File: config.mk
export PLATFORM = sky130hd
export DESIGN_NAME = spi_burst_sequencer_flat
export DESIGN_NICKNAME = d
export VERILOG_FILES = /design/src/rtl/spi_burst_sequencer_pkg.sv /design/src/rtl/spi_burst_sequencer_if.sv /design/src/rtl/spi_sync_edge.sv /design/src/rtl/spi_burst_sequencer.sv /design/src/flat_wrapper.sv
export SDC_FILE = /design/constraint.sdc
export NUM_CORES = 1
export LEC_CHECK = 0
export CAP_MARGIN = 5
export CORE_ASPECT_RATIO = 0.9
export CORE_MARGIN = 5
export CORE_UTILIZATION = 55
export CTS_BUF_LIST = sky130_fd_sc_hd__clkbuf_8
export CTS_CLUSTER_SIZE = 40
export DETAILED_ROUTE_END_ITERATION = 7
export DONT_BUFFER_PORTS = 1
export PLACE_DENSITY_LB_ADDON = 0.05
export SLEW_MARGIN = 5
export SYNTH_ARGS = -nofsm -noshare
export SYNTH_HDL_FRONTEND = slang
export SYNTH_SLANG_ARGS = --single-unit
File: constraint.sdc
create_clock -name sysClk -period 4.74 [get_ports sysClk]
set_clock_uncertainty 0.1 [all_clocks]
set_input_delay 0.948 -clock sysClk [delete_from_list [all_inputs] [get_ports sysClk]]
set_output_delay 0.948 -clock sysClk [all_outputs]
set_load 0.005 [all_outputs]
File: src/rtl/spi_burst_sequencer_pkg.sv
// Shared SPI definitions: sequencer and byte-master state types plus default timing.
package spi_burst_sequencer_pkg;

    localparam int DEF_MAX_BYTES = 16;
    localparam int DEF_CS_SETUP  = 8;
    localparam int DEF_CS_HOLD   = 8;
    localparam int TIMER_W       = 8;

    typedef enum logic [2:0] {
        S_IDLE,
        S_SETUP,
        S_XFER,
        S_WAIT_FALL,
        S_HOLD,
        S_DONE
    } SeqState;

    typedef enum logic [1:0] {
        M_IDLE,
        M_LOAD,
        M_SHIFT,
        M_COMPLETE
    } MasterState;

endpackage

File: src/rtl/spi_burst_sequencer_if.sv
// Host-side buffer/control bus and byte-master handshake of the burst sequencer.
interface spi_burst_sequencer_if;

    logic       start;
    logic [4:0] byte_count;
    logic       wr_en;
    logic [7:0] wr_data;
    logic [3:0] rd_addr;
    logic [7:0] rd_data;
    logic       busy;
    logic       done;
    logic       start_err;
    logic       cs_n;
    logic       spi_tx_en;
    logic [7:0] spi_tx_byte;
    logic       spi_complete;
    logic [7:0] spi_rx_byte;

    modport slave (
        input  start, byte_count, wr_en, wr_data, rd_addr, spi_complete, spi_rx_byte,
        output rd_data, busy, done, start_err, cs_n, spi_tx_en, spi_tx_byte
    );

    modport master (
        output start, byte_count, wr_en, wr_data, rd_addr, spi_complete, spi_rx_byte,
        input  rd_data, busy, done, start_err, cs_n, spi_tx_en, spi_tx_byte
    );

endinterface

File: src/rtl/spi_sync_edge.sv
// Two-flop synchronizer with single-cycle rise/fall pulses taken from the second stage.
module spi_sync_edge (
    input  logic sysClk,
    input  logic reset,
    input  logic din,
    output logic rise,
    output logic fall
);

    logic sync_p0;
    logic sync_p1;
    logic sync_p2;

    always_ff @(posedge sysClk) begin
        if (reset) begin
            sync_p0 <= 1'b0;
            sync_p1 <= 1'b0;
            sync_p2 <= 1'b0;
        end else begin
            sync_p0 <= din;
            sync_p1 <= sync_p0;
            sync_p2 <= sync_p1;
        end
    end

    assign rise = sync_p1 & ~sync_p2;
    assign fall = ~sync_p1 & sync_p2;

endmodule

File: src/rtl/spi_burst_sequencer.sv
// Runs a chip-select-framed burst of bytes through an external SPI byte master,
// sending from an inline TX buffer and capturing replies into an inline RX buffer.
module spi_burst_sequencer
    import spi_burst_sequencer_pkg::*;
#(
    parameter int MAX_BYTES = DEF_MAX_BYTES,
    parameter int CS_SETUP  = DEF_CS_SETUP,
    parameter int CS_HOLD   = DEF_CS_HOLD
) (
    input  logic                 sysClk,
    input  logic                 reset,
    spi_burst_sequencer_if.slave bus
);

    localparam int                 AW         = $clog2(MAX_BYTES);
    localparam logic [4:0]         MAX_CNT    = 5'(MAX_BYTES);
    localparam logic [TIMER_W-1:0] SETUP_LOAD = TIMER_W'(CS_SETUP - 1);
    localparam logic [TIMER_W-1:0] HOLD_LOAD  = TIMER_W'(CS_HOLD - 1);

    logic [7:0] tx_mem [MAX_BYTES];
    logic [7:0] rx_mem [MAX_BYTES];

    SeqState            state;
    SeqState            state_nx;
    logic [4:0]         wptr;
    logic [4:0]         idx;
    logic [4:0]         idx_inc;
    logic [4:0]         count;
    logic [TIMER_W-1:0] timer;
    logic [7:0]         rx_p0;
    logic [7:0]         rx_p1;
    logic               cmpl_rise;
    logic               cmpl_fall;
    logic               accept;
    logic               wr_ok;
    logic               capture;
    logic [AW-1:0]      tx_sel;

    logic       cs_n;
    logic       tx_en;
    logic [7:0] tx_byte;
    logic       busy;
    logic       done;
    logic       start_err;

    spi_sync_edge u_cmpl_sync (
        .sysClk (sysClk),
        .reset  (reset),
        .din    (bus.spi_complete),
        .rise   (cmpl_rise),
        .fall   (cmpl_fall)
    );

    assign idx_inc = idx + 5'd1;
    assign accept  = (state == S_IDLE) && bus.start && (bus.byte_count != 5'd0)
                     && (bus.byte_count <= MAX_CNT) && (bus.byte_count <= wptr);
    assign wr_ok   = (state == S_IDLE) && bus.wr_en && (wptr < MAX_CNT);
    assign capture = (state == S_WAIT_FALL) && cmpl_fall;

    // tx_sel picks the byte to present on the cycle XFER is entered
    always_comb begin
        state_nx = state;
        tx_sel   = idx[AW-1:0];
        case (state)
            S_IDLE:      if (accept) state_nx = S_SETUP;
            S_SETUP:     if (timer == '0) state_nx = S_XFER;
            S_XFER:      if (cmpl_rise) state_nx = S_WAIT_FALL;
            S_WAIT_FALL: begin
                if (cmpl_fall) begin
                    if (idx_inc < count) begin
                        state_nx = S_XFER;
                        tx_sel   = idx_inc[AW-1:0];
                    end else begin
                        state_nx = S_HOLD;
                    end
                end
            end
            S_HOLD:      if (timer == '0) state_nx = S_DONE;
            S_DONE:      state_nx = S_IDLE;
            default:     state_nx = S_IDLE;
        endcase
    end

    always_ff @(posedge sysClk) begin
        if (reset) state <= S_IDLE;
        else       state <= state_nx;
    end

    // Outputs are registered from the next state so the SPI-facing lines never glitch
    always_ff @(posedge sysClk) begin
        if (reset) begin
            wptr      <= '0;
            idx       <= '0;
            count     <= '0;
            timer     <= '0;
            rx_p0     <= '0;
            rx_p1     <= '0;
            cs_n      <= 1'b1;
            tx_en     <= 1'b1;
            tx_byte   <= '0;
            busy      <= 1'b0;
            done      <= 1'b0;
            start_err <= 1'b0;
        end else begin
            rx_p0 <= bus.spi_rx_byte;
            rx_p1 <= rx_p0;

            if (accept)
                timer <= SETUP_LOAD;
            else if (state_nx == S_HOLD && state != S_HOLD)
                timer <= HOLD_LOAD;
            else if (timer != '0)
                timer <= timer - 1'b1;

            if (accept) begin
                count <= bus.byte_count;
                idx   <= '0;
            end else if (capture) begin
                idx <= idx_inc;
            end

            if (state == S_DONE) wptr <= '0;
            else if (wr_ok)      wptr <= wptr + 5'd1;

            if (state_nx == S_XFER && state != S_XFER)
                tx_byte <= tx_mem[tx_sel];

            cs_n      <= (state_nx == S_IDLE) || (state_nx == S_DONE);
            busy      <= (state_nx != S_IDLE) && (state_nx != S_DONE);
            tx_en     <= (state_nx != S_XFER);
            done      <= (state_nx == S_DONE);
            start_err <= bus.start && !accept;
        end
    end

    always_ff @(posedge sysClk) begin
        if (wr_ok)   tx_mem[wptr[AW-1:0]] <= bus.wr_data;
        if (capture) rx_mem[idx[AW-1:0]]  <= rx_p1;
    end

    assign bus.rd_data     = rx_mem[bus.rd_addr[AW-1:0]];
    assign bus.cs_n        = cs_n;
    assign bus.spi_tx_en   = tx_en;
    assign bus.spi_tx_byte = tx_byte;
    assign bus.busy        = busy;
    assign bus.done        = done;
    assign bus.start_err   = start_err;

endmodule

File: src/flat_wrapper.sv
// flat-port wrapper written by rule: the top's interface ports become plain ports
module spi_burst_sequencer_flat import spi_burst_sequencer_pkg::*;
#(
    parameter int MAX_BYTES = DEF_MAX_BYTES,
    parameter int CS_SETUP  = DEF_CS_SETUP,
    parameter int CS_HOLD   = DEF_CS_HOLD
)
  (sysClk, reset, bus_start, bus_byte_count, bus_wr_en, bus_wr_data, bus_rd_addr, bus_spi_complete, bus_spi_rx_byte, bus_rd_data, bus_busy, bus_done, bus_start_err, bus_cs_n, bus_spi_tx_en, bus_spi_tx_byte);
  spi_burst_sequencer_if bus_i ();
  input  logic sysClk;
  input  logic reset;
  input wire logic [$bits(bus_i.start)-1:0] bus_start;
  input wire logic [$bits(bus_i.byte_count)-1:0] bus_byte_count;
  input wire logic [$bits(bus_i.wr_en)-1:0] bus_wr_en;
  input wire logic [$bits(bus_i.wr_data)-1:0] bus_wr_data;
  input wire logic [$bits(bus_i.rd_addr)-1:0] bus_rd_addr;
  input wire logic [$bits(bus_i.spi_complete)-1:0] bus_spi_complete;
  input wire logic [$bits(bus_i.spi_rx_byte)-1:0] bus_spi_rx_byte;
  output wire logic [$bits(bus_i.rd_data)-1:0] bus_rd_data;
  output wire logic [$bits(bus_i.busy)-1:0] bus_busy;
  output wire logic [$bits(bus_i.done)-1:0] bus_done;
  output wire logic [$bits(bus_i.start_err)-1:0] bus_start_err;
  output wire logic [$bits(bus_i.cs_n)-1:0] bus_cs_n;
  output wire logic [$bits(bus_i.spi_tx_en)-1:0] bus_spi_tx_en;
  output wire logic [$bits(bus_i.spi_tx_byte)-1:0] bus_spi_tx_byte;
  assign bus_i.start = bus_start;
  assign bus_i.byte_count = bus_byte_count;
  assign bus_i.wr_en = bus_wr_en;
  assign bus_i.wr_data = bus_wr_data;
  assign bus_i.rd_addr = bus_rd_addr;
  assign bus_i.spi_complete = bus_spi_complete;
  assign bus_i.spi_rx_byte = bus_spi_rx_byte;
  assign bus_rd_data = bus_i.rd_data;
  assign bus_busy = bus_i.busy;
  assign bus_done = bus_i.done;
  assign bus_start_err = bus_i.start_err;
  assign bus_cs_n = bus_i.cs_n;
  assign bus_spi_tx_en = bus_i.spi_tx_en;
  assign bus_spi_tx_byte = bus_i.spi_tx_byte;
  spi_burst_sequencer #(.MAX_BYTES(MAX_BYTES), .CS_SETUP(CS_SETUP), .CS_HOLD(CS_HOLD)) u_core (.sysClk(sysClk), .reset(reset), .bus(bus_i));
endmodule
### After elaboration in Yosys (flattened, before gate mapping)

Memory sizes are Yosys's and may differ from the RTL's. A register that Yosys moved wholly into a read port is not among the register bits.
Index checks and enable logic that the tools add are counted.

* flip-flop bits (word level): 50
* bits in writable memories: 256
* input port bits: 30
* output and inout port bits: 21
* word-level logic and storage cells: 81
* memories: 2

Memory list
* u_core.rx_mem: words 16, bits a word 8, read ports 1, clocked after Yosys merged registers in 0, wr ports 1, line spi_burst_sequencer.sv:21 `logic [7:0] rx_mem [MAX_BYTES];`
* u_core.tx_mem: words 16, bits a word 8, read ports 1, clocked after Yosys merged registers in 1, wr ports 1, line spi_burst_sequencer.sv:20 `logic [7:0] tx_mem [MAX_BYTES];`

* add/sub/neg operators: 3
* magnitude comparators: 4
* equal/unequal tests: 12
* multiplexer cells: 17
* bitwise logic cells: 4
* reduce and logical (&&, ||, !) cells: 23

Operators with widths (count)
* 2-to-1 mux 3 bit: 9
* one-hot mux 3 bit (5 select lines): 1
* equality test 3 bit, second input constant: 4
* 2-to-1 mux 4 bit: 3
* logical AND 1 bit: 11
* adder 5 x 1 -> 5 bit, second input constant: 2
* equality test 3 x 2 -> 1 bit, second input constant: 3
* logical NOT 8 bit: 1
* nonzero test 8 bit: 1
* subtractor 8 x 1 -> 8 bit, second input constant: 1
* logical NOT 3 bit: 2
* != test 3 x 2 -> 1 bit, second input constant: 2
* != test 3 bit, second input constant: 2
* nonzero test 3 bit: 2
* <= comparator 5 bit: 1
* <= comparator 5 bit, second input constant: 1
* < comparator 5 bit: 1
* < comparator 5 bit, second input constant: 1
* nonzero test 5 bit: 1
* 2-to-1 mux 1 bit: 4
* OR reduction 2 bit: 2
* equality test 3 x 1 -> 1 bit, second input constant: 1
* OR reduction 3 bit: 1
* bitwise AND 1 bit: 2
* 3 further kinds: 4

### Longest topological paths before layout

* depth after elaboration: 11
* gate-level depth with buffers: 17
* depth with buffers taken out: 12

### Modules after synthesis

From an unflattened synthesis, not the netlist that was laid out.

* cell total of the unflattened synthesis: 873
* area total of the unflattened synthesis: 13793.2 µm²

By module, submodules not included
* spi_burst_sequencer: times used 1, cells an instance 865, area each 13701.9 µm², sequential area each 8788.4 µm²
* spi_sync_edge: times used 1, cells an instance 8, area each 91.3 µm², sequential area each 60.1 µm²

### Worst setup path before layout

OpenSTA, ideal clock, no wires.

* kind: reg-to-reg
* start: reg u_core.idx[1]
* end: reg u_core.tx_byte[6], in the netlist u_core.bus.spi_tx_byte[6], read port of u_core.tx_mem
* library setup time: 0.131 ns
* arrival time: 3.453 ns
* data required time: 4.509 ns
* slack: 1.056 ns
* cell stages (with the launch flop): 16
* path buffers: 4
* clock period less this slack: 3.684 ns
* cell sequence: dfxtp_1 -> buf_2 -> clkbuf_1 -> clkbuf_1 -> inv_1 -> ha_1 -> ha_1 -> a21o_1 -> a31oi_2 -> o21a_1 -> buf_6 -> a21boi_4 -> nor2_4 -> mux4_1 -> a2111oi_2 -> o41ai_2

* cells in the longest elaborated chain, start to end: 7
* elaborated cells on any way between the ends: 10
* those cells by class: add/sub (1); order compare (1); eq/ne (1); mux (6); reduce/logical (1)

RTL lines
* start: declaration: line spi_burst_sequencer.sv:26 `logic [4:0] idx;`
* start signal: assignment: line spi_burst_sequencer.sv:119 `idx <= idx_inc;`
* adder 5 x 1 -> 5 bit *: line spi_burst_sequencer.sv:54 `assign idx_inc = idx + 5'd1;`
* via u_core.idx_inc[1]: line spi_burst_sequencer.sv:27 `logic [4:0] idx_inc;`
* < comparator 5 bit: line spi_burst_sequencer.sv:70 `if (idx_inc < count) begin`
* 2-to-1 mux 3 bit: line spi_burst_sequencer.sv:70
* 2-to-1 mux 3 bit: line spi_burst_sequencer.sv:69 `if (cmpl_fall) begin`
* one-hot mux 3 bit (5 select lines): line spi_burst_sequencer.sv:64 `case (state)`
* equality test 3 x 2 -> 1 bit: line spi_burst_sequencer.sv:125 `if (state_nx == S_XFER && state != S_XFER)`
* logical AND 1 bit: line spi_burst_sequencer.sv:125
* end: declaration: line spi_burst_sequencer.sv:41 `logic [7:0] tx_byte;`

The timed path passes the listed nets; every way through them passes the cells marked *.
A chain may end at the register's enable or synchronous reset.

### Worst setup path in the final report

* start: reg u_core.idx[0]
* end: reg u_core.tx_byte[7], in the netlist u_core.bus.spi_tx_byte[7], read port of u_core.tx_mem

The elaborated chain is that of the path after synthesis.

==> impl_metrics.toml <==
[drt]
routedWlPerCell_um = 23.85
detail-route-antenna-nets = 0
number_of_design_rule_violations_left_by_the_first_detailed_router_iteration = 739
vias_per_cell = 6.200
detailedRoute.firstPassIterationCount = 6
detailroute.via_count = 7707
post-route-drc-count = 0
total_detailed_routing_wirelength_um = 29640

[yosys]
synth_compound_area_share_pct = 6.558
synth_top_area_share_pct = 56.35
synth.top_cells.by_area = "sky130_fd_sc_hd__edfxtp_1 (56%), sky130_fd_sc_hd__mux4_2 (9.9%), sky130_fd_sc_hd__dfxtp_1 (8.5%)"
synth.yosys.seq_area_share_pct = 64.86
synthFlopType = "sky130_fd_sc_hd__edfxtp_1"
combinational_family_with_the_most_area_after_synthesis = "multiplexers"
area_share_of_fa_ha_maj_cells_after_synthesis_pct = 1.816
synth.yosys.warnings = 0
muxShareOfSynthArea_pct = 15.45
synth-edff-count = 256
synth.ff_latch_count = 314
post_synth_inst_count = 881
synth_xor_area_share_pct = 1.156
synth_area_leader_cell = "sky130_fd_sc_hd__edfxtp_1"
yosysMostFrequentCell = "sky130_fd_sc_hd__edfxtp_1"
synth.cell_area_um2 = 13640
postSynthNetCount = 930
postSynthAreaPerCell_um2 = 15.48
synth_async_sr_flop_share_pct = 0
top_cells_by_count_synth = "sky130_fd_sc_hd__edfxtp_1 (256), sky130_fd_sc_hd__mux2i_1 (68), sky130_fd_sc_hd__mux4_2 (60), sky130_fd_sc_hd__nor2_1 (59), sky130_fd_sc_hd__dfxtp_1 (58)"
synth_cell_type_count = 70
synth-simple-area-share_pct = 7.787

[floorplan]
placeableCoreArea_um2 = 24320
initial_core_util_pct = 56.09
die_h_um = 159.4
die_w_um = 176.0
ios = 51
fp-row-count = 54
floorplan.die_area_um2 = 28060

[grt]
first_global_vias = 7900
antenna_found_initial = 0
grt_remaining_overflow = 0
grt_max_degree = 62
wire_length_of_the_first_global_routing_pass_um = 46370
grt_use_total_pct = 21.46

[cts]
cts-root-to-sink-buffers = 3
cts_hold_repair_buffers = 0
htreeDepth = 2
setup_fix_buffers_added_after_clock_tree_synthesis = 0
cts_buffers = 50
cts_tree = "done"
clkSinkCount = 314
cts_root_buffer = "sky130_fd_sc_hd__clkbuf_8"
clk_pin_slew_ns = 0.06
worst_skew_late_latency_ns = 0.57
cts_resized = 0

[layout]
design.final.nets = 942
fillerInstances = 1824
antennaDiodeCount = 0
postLayoutCoreUtil_pct = 61.02
area.growth.synth_to_final_pct = 8.795
post_route_cells_drive_above_1_share_pct = 17.33
final_instance_count_without_filler_cells = 1243

[worst_setup_path]
critPathCaptureType = "flop"
r2r_path_end = "u_core.bus.spi_tx_byte[7]"
worst_setup_path_endpoint = "u_core.bus.spi_tx_byte[7]"
r2r.worst_path.cells = 12
timing.setup.critical_path_class = "flop to flop"
cp_data_arrival_time_ns = 4.33
setup.reg_to_reg.worst_slack_ns = 0.77
r2r_start = "u_core.idx[0]"
startpoint_type = "flop"
crit_path_start = "u_core.idx[0]"
timing.critical_path.required_ns = 5.10
timing.critical_path.fanout_max = 41

[outcome]
outcome = "finished, final reports clean"

[placed_design]
placed_cells = 1149
place_hpwl_um = 19630
number_of_port_buffers = 0
globalplace.congestion = 0.8211

[sta]
report.final.setup_viol = 0
worstMarginPinSlew_ns = 1.111
clock.fmax_ghz = 0.2521
report.final.hold_viol_count = 0
period_share_pct = 83.67
drv_slew = 0
worst_slew_margin_rel_pct = 25.52
finalCriticalPeriod_ns = 3.966
setup_repair_after_global_routing_missed_its_margin = "false"
setup_tns_ns = 0

[pwr]
sequential_power_share_pct = 55.5
net-switching-power_uw = 1261
internal_power_uw = 4327
comb_power_share_pct = 5.7
cellPowerDensity_nw_per_um2 = 376.5
power.share.clock_pct = 38.8
total_leakage_power_uw = 0.004834
vdd_ir_drop_max_mv = 0.2402
proportion_of_total_power_due_to_net_switching_pct = 22.56

[worst_hold_path]
hold_path_depth = 1
holdCritPathClass = "flop to flop"

[job]
cap_viol_max_count = 0
[cell families (layout without fill, tap and decap cells)]
| family | after synthesis | in the layout |
|---|---|---|
| fa+ha+maj | 20 | 20 |
| compound gates | 119 | 119 |
| simple gates | 206 | 206 |
| buf+inv | 72 | 126 |
| mux | 132 | 132 |
| xor+xnor | 18 | 18 |
| flops | 314 | 314 |
[worst max-delay path, stage by stage (launching register included)]
cell                       delay (ns)
sky130_fd_sc_hd__dfxtp_2         0.37
sky130_fd_sc_hd__buf_4           0.48
sky130_fd_sc_hd__nand3_1         0.24
sky130_fd_sc_hd__xnor2_1         0.19
sky130_fd_sc_hd__ha_1            0.29
sky130_fd_sc_hd__nand2_1         0.10
sky130_fd_sc_hd__o21ai_4         0.59
sky130_fd_sc_hd__buf_4           0.34
sky130_fd_sc_hd__nor4_1          0.07
sky130_fd_sc_hd__a21oi_1         0.45
sky130_fd_sc_hd__o32a_1          0.27
sky130_fd_sc_hd__o221ai_1        0.11
sky130_fd_sc_hd__a22o_1          0.21
[stage by stage]
step | total power, µW | hold WS [ns] | area [µm²] | setup slack [ns]
2_1_floorplan | 3411 | 0.3138 | 13640 | 1.056
3_3_place_gp | 3461 | 0.3256 | 13880 | 0.9375
3_5_place_dp | 3481 | 0.3247 | 13880 | 0.7893
4_1_cts | 5637 | 0.3121 | 14840 | 0.7880
5_1_grt | 5824 | 0.3160 | 14840 | 0.4975
6_report | 5588 | 0.3347 | 14840 | 0.7739
[sequential cells by signal, summed over array words and instances (netlist names)]
register and flops:
u_core.wptr 5, u_core.bus.start_err 1, u_core.timer 8, u_core.tx_mem 128
u_core.bus.done 1, u_core.u_cmpl_sync.sync_p2 1, u_core.idx 5, u_core.count 5
u_core.bus.busy 1, u_core.state 3, u_core.u_cmpl_sync.sync_p1 1, u_core.bus.cs_n 1
u_core.rx_p0 8, u_core.u_cmpl_sync.sync_p0 1, u_core.bus.spi_tx_byte 8, u_core.rx_mem 128
u_core.rx_p1 8, u_core.bus.spi_tx_en 1
[cells in the final DEF (no fill, tap or decap), types with 8 or more instances in the layout]
master	instances
sky130_fd_sc_hd__a211oi_1	12
sky130_fd_sc_hd__inv_1	37
sky130_fd_sc_hd__a21oi_1	19
sky130_fd_sc_hd__clkinv_2	10
sky130_fd_sc_hd__nor3_1	16
sky130_fd_sc_hd__and2_1	18
sky130_fd_sc_hd__clkbuf_8	55
sky130_fd_sc_hd__o22ai_1	21
sky130_fd_sc_hd__ha_1	18
sky130_fd_sc_hd__nand2_1	33
sky130_fd_sc_hd__a2111oi_0	12
sky130_fd_sc_hd__dfxtp_1	56
sky130_fd_sc_hd__nor2b_1	37
sky130_fd_sc_hd__buf_4	9
sky130_fd_sc_hd__o21ai_0	8
sky130_fd_sc_hd__edfxtp_1	256
sky130_fd_sc_hd__mux4_2	60
sky130_fd_sc_hd__mux2i_1	68
sky130_fd_sc_hd__xnor2_1	15
sky130_fd_sc_hd__nor2_1	59
sky130_fd_sc_hd__clkinv_1	10
sky130_fd_sc_hd__nand3_1	8
[layer usage]
| metal | part of all wire, % | global-route usage, % | vias to the layer above |
|---|---|---|---|
| met3 | 7.5 | 4.630 | 48 |
| met5 | 0 | 0 | - |
| li1 | - | - | 3470 |
| met4 | 1.8 | 5.989 | 0 |
| met1 | 46 | 32.67 | 3904 |
| met2 | 45 | 31.67 | 285 |
[layout make-up]
type / instances / area, µm² / area share [%]
Sequential cell: 314 / 8851 / 59.64
Clock inverter: 39 / 202.7 / 1.366
Inverter: 23 / 86.33 / 0.5817
Multi-Input combinational cell: 495 / 4492 / 30.26
Timing Repair Buffer: 9 / 67.56 / 0.4552
Tap cell: 308 / 385.4 / 2.597
Clock buffer: 55 / 757.0 / 5.100
[power by group through the flow]
| stage | sequential, µW | clock [µW] | combinational (µW) |
|---|---|---|---|
| 6_report | 3100 | 2170 | 320 |
| 5_1_grt | 3110 | 2350 | 361 |
| 2_1_floorplan | 3140 | 0 | 275 |
| 4_1_cts | 3100 | 2210 | 324 |
| 3_3_place_gp | 3150 | 0 | 310 |
| 3_5_place_dp | 3160 | 0 | 323 |
[worst min path at each step]
stage	startpoint	to	slack (ns)
detailed placement	u_core.rx_p0[3]	u_core.rx_p1[3]	0.32
floorplan	u_core.rx_p0[0]	u_core.rx_p1[0]	0.31
global placement	u_core.rx_p0[3]	u_core.rx_p1[3]	0.33
global route	reset	u_core.rx_p0[4]	0.32
CTS	reset	u_core.rx_p1[6]	0.31
finish	u_core.rx_p0[6]	u_core.rx_p1[6]	0.33
No activity file was read; power rests on OpenSTA's default activity.
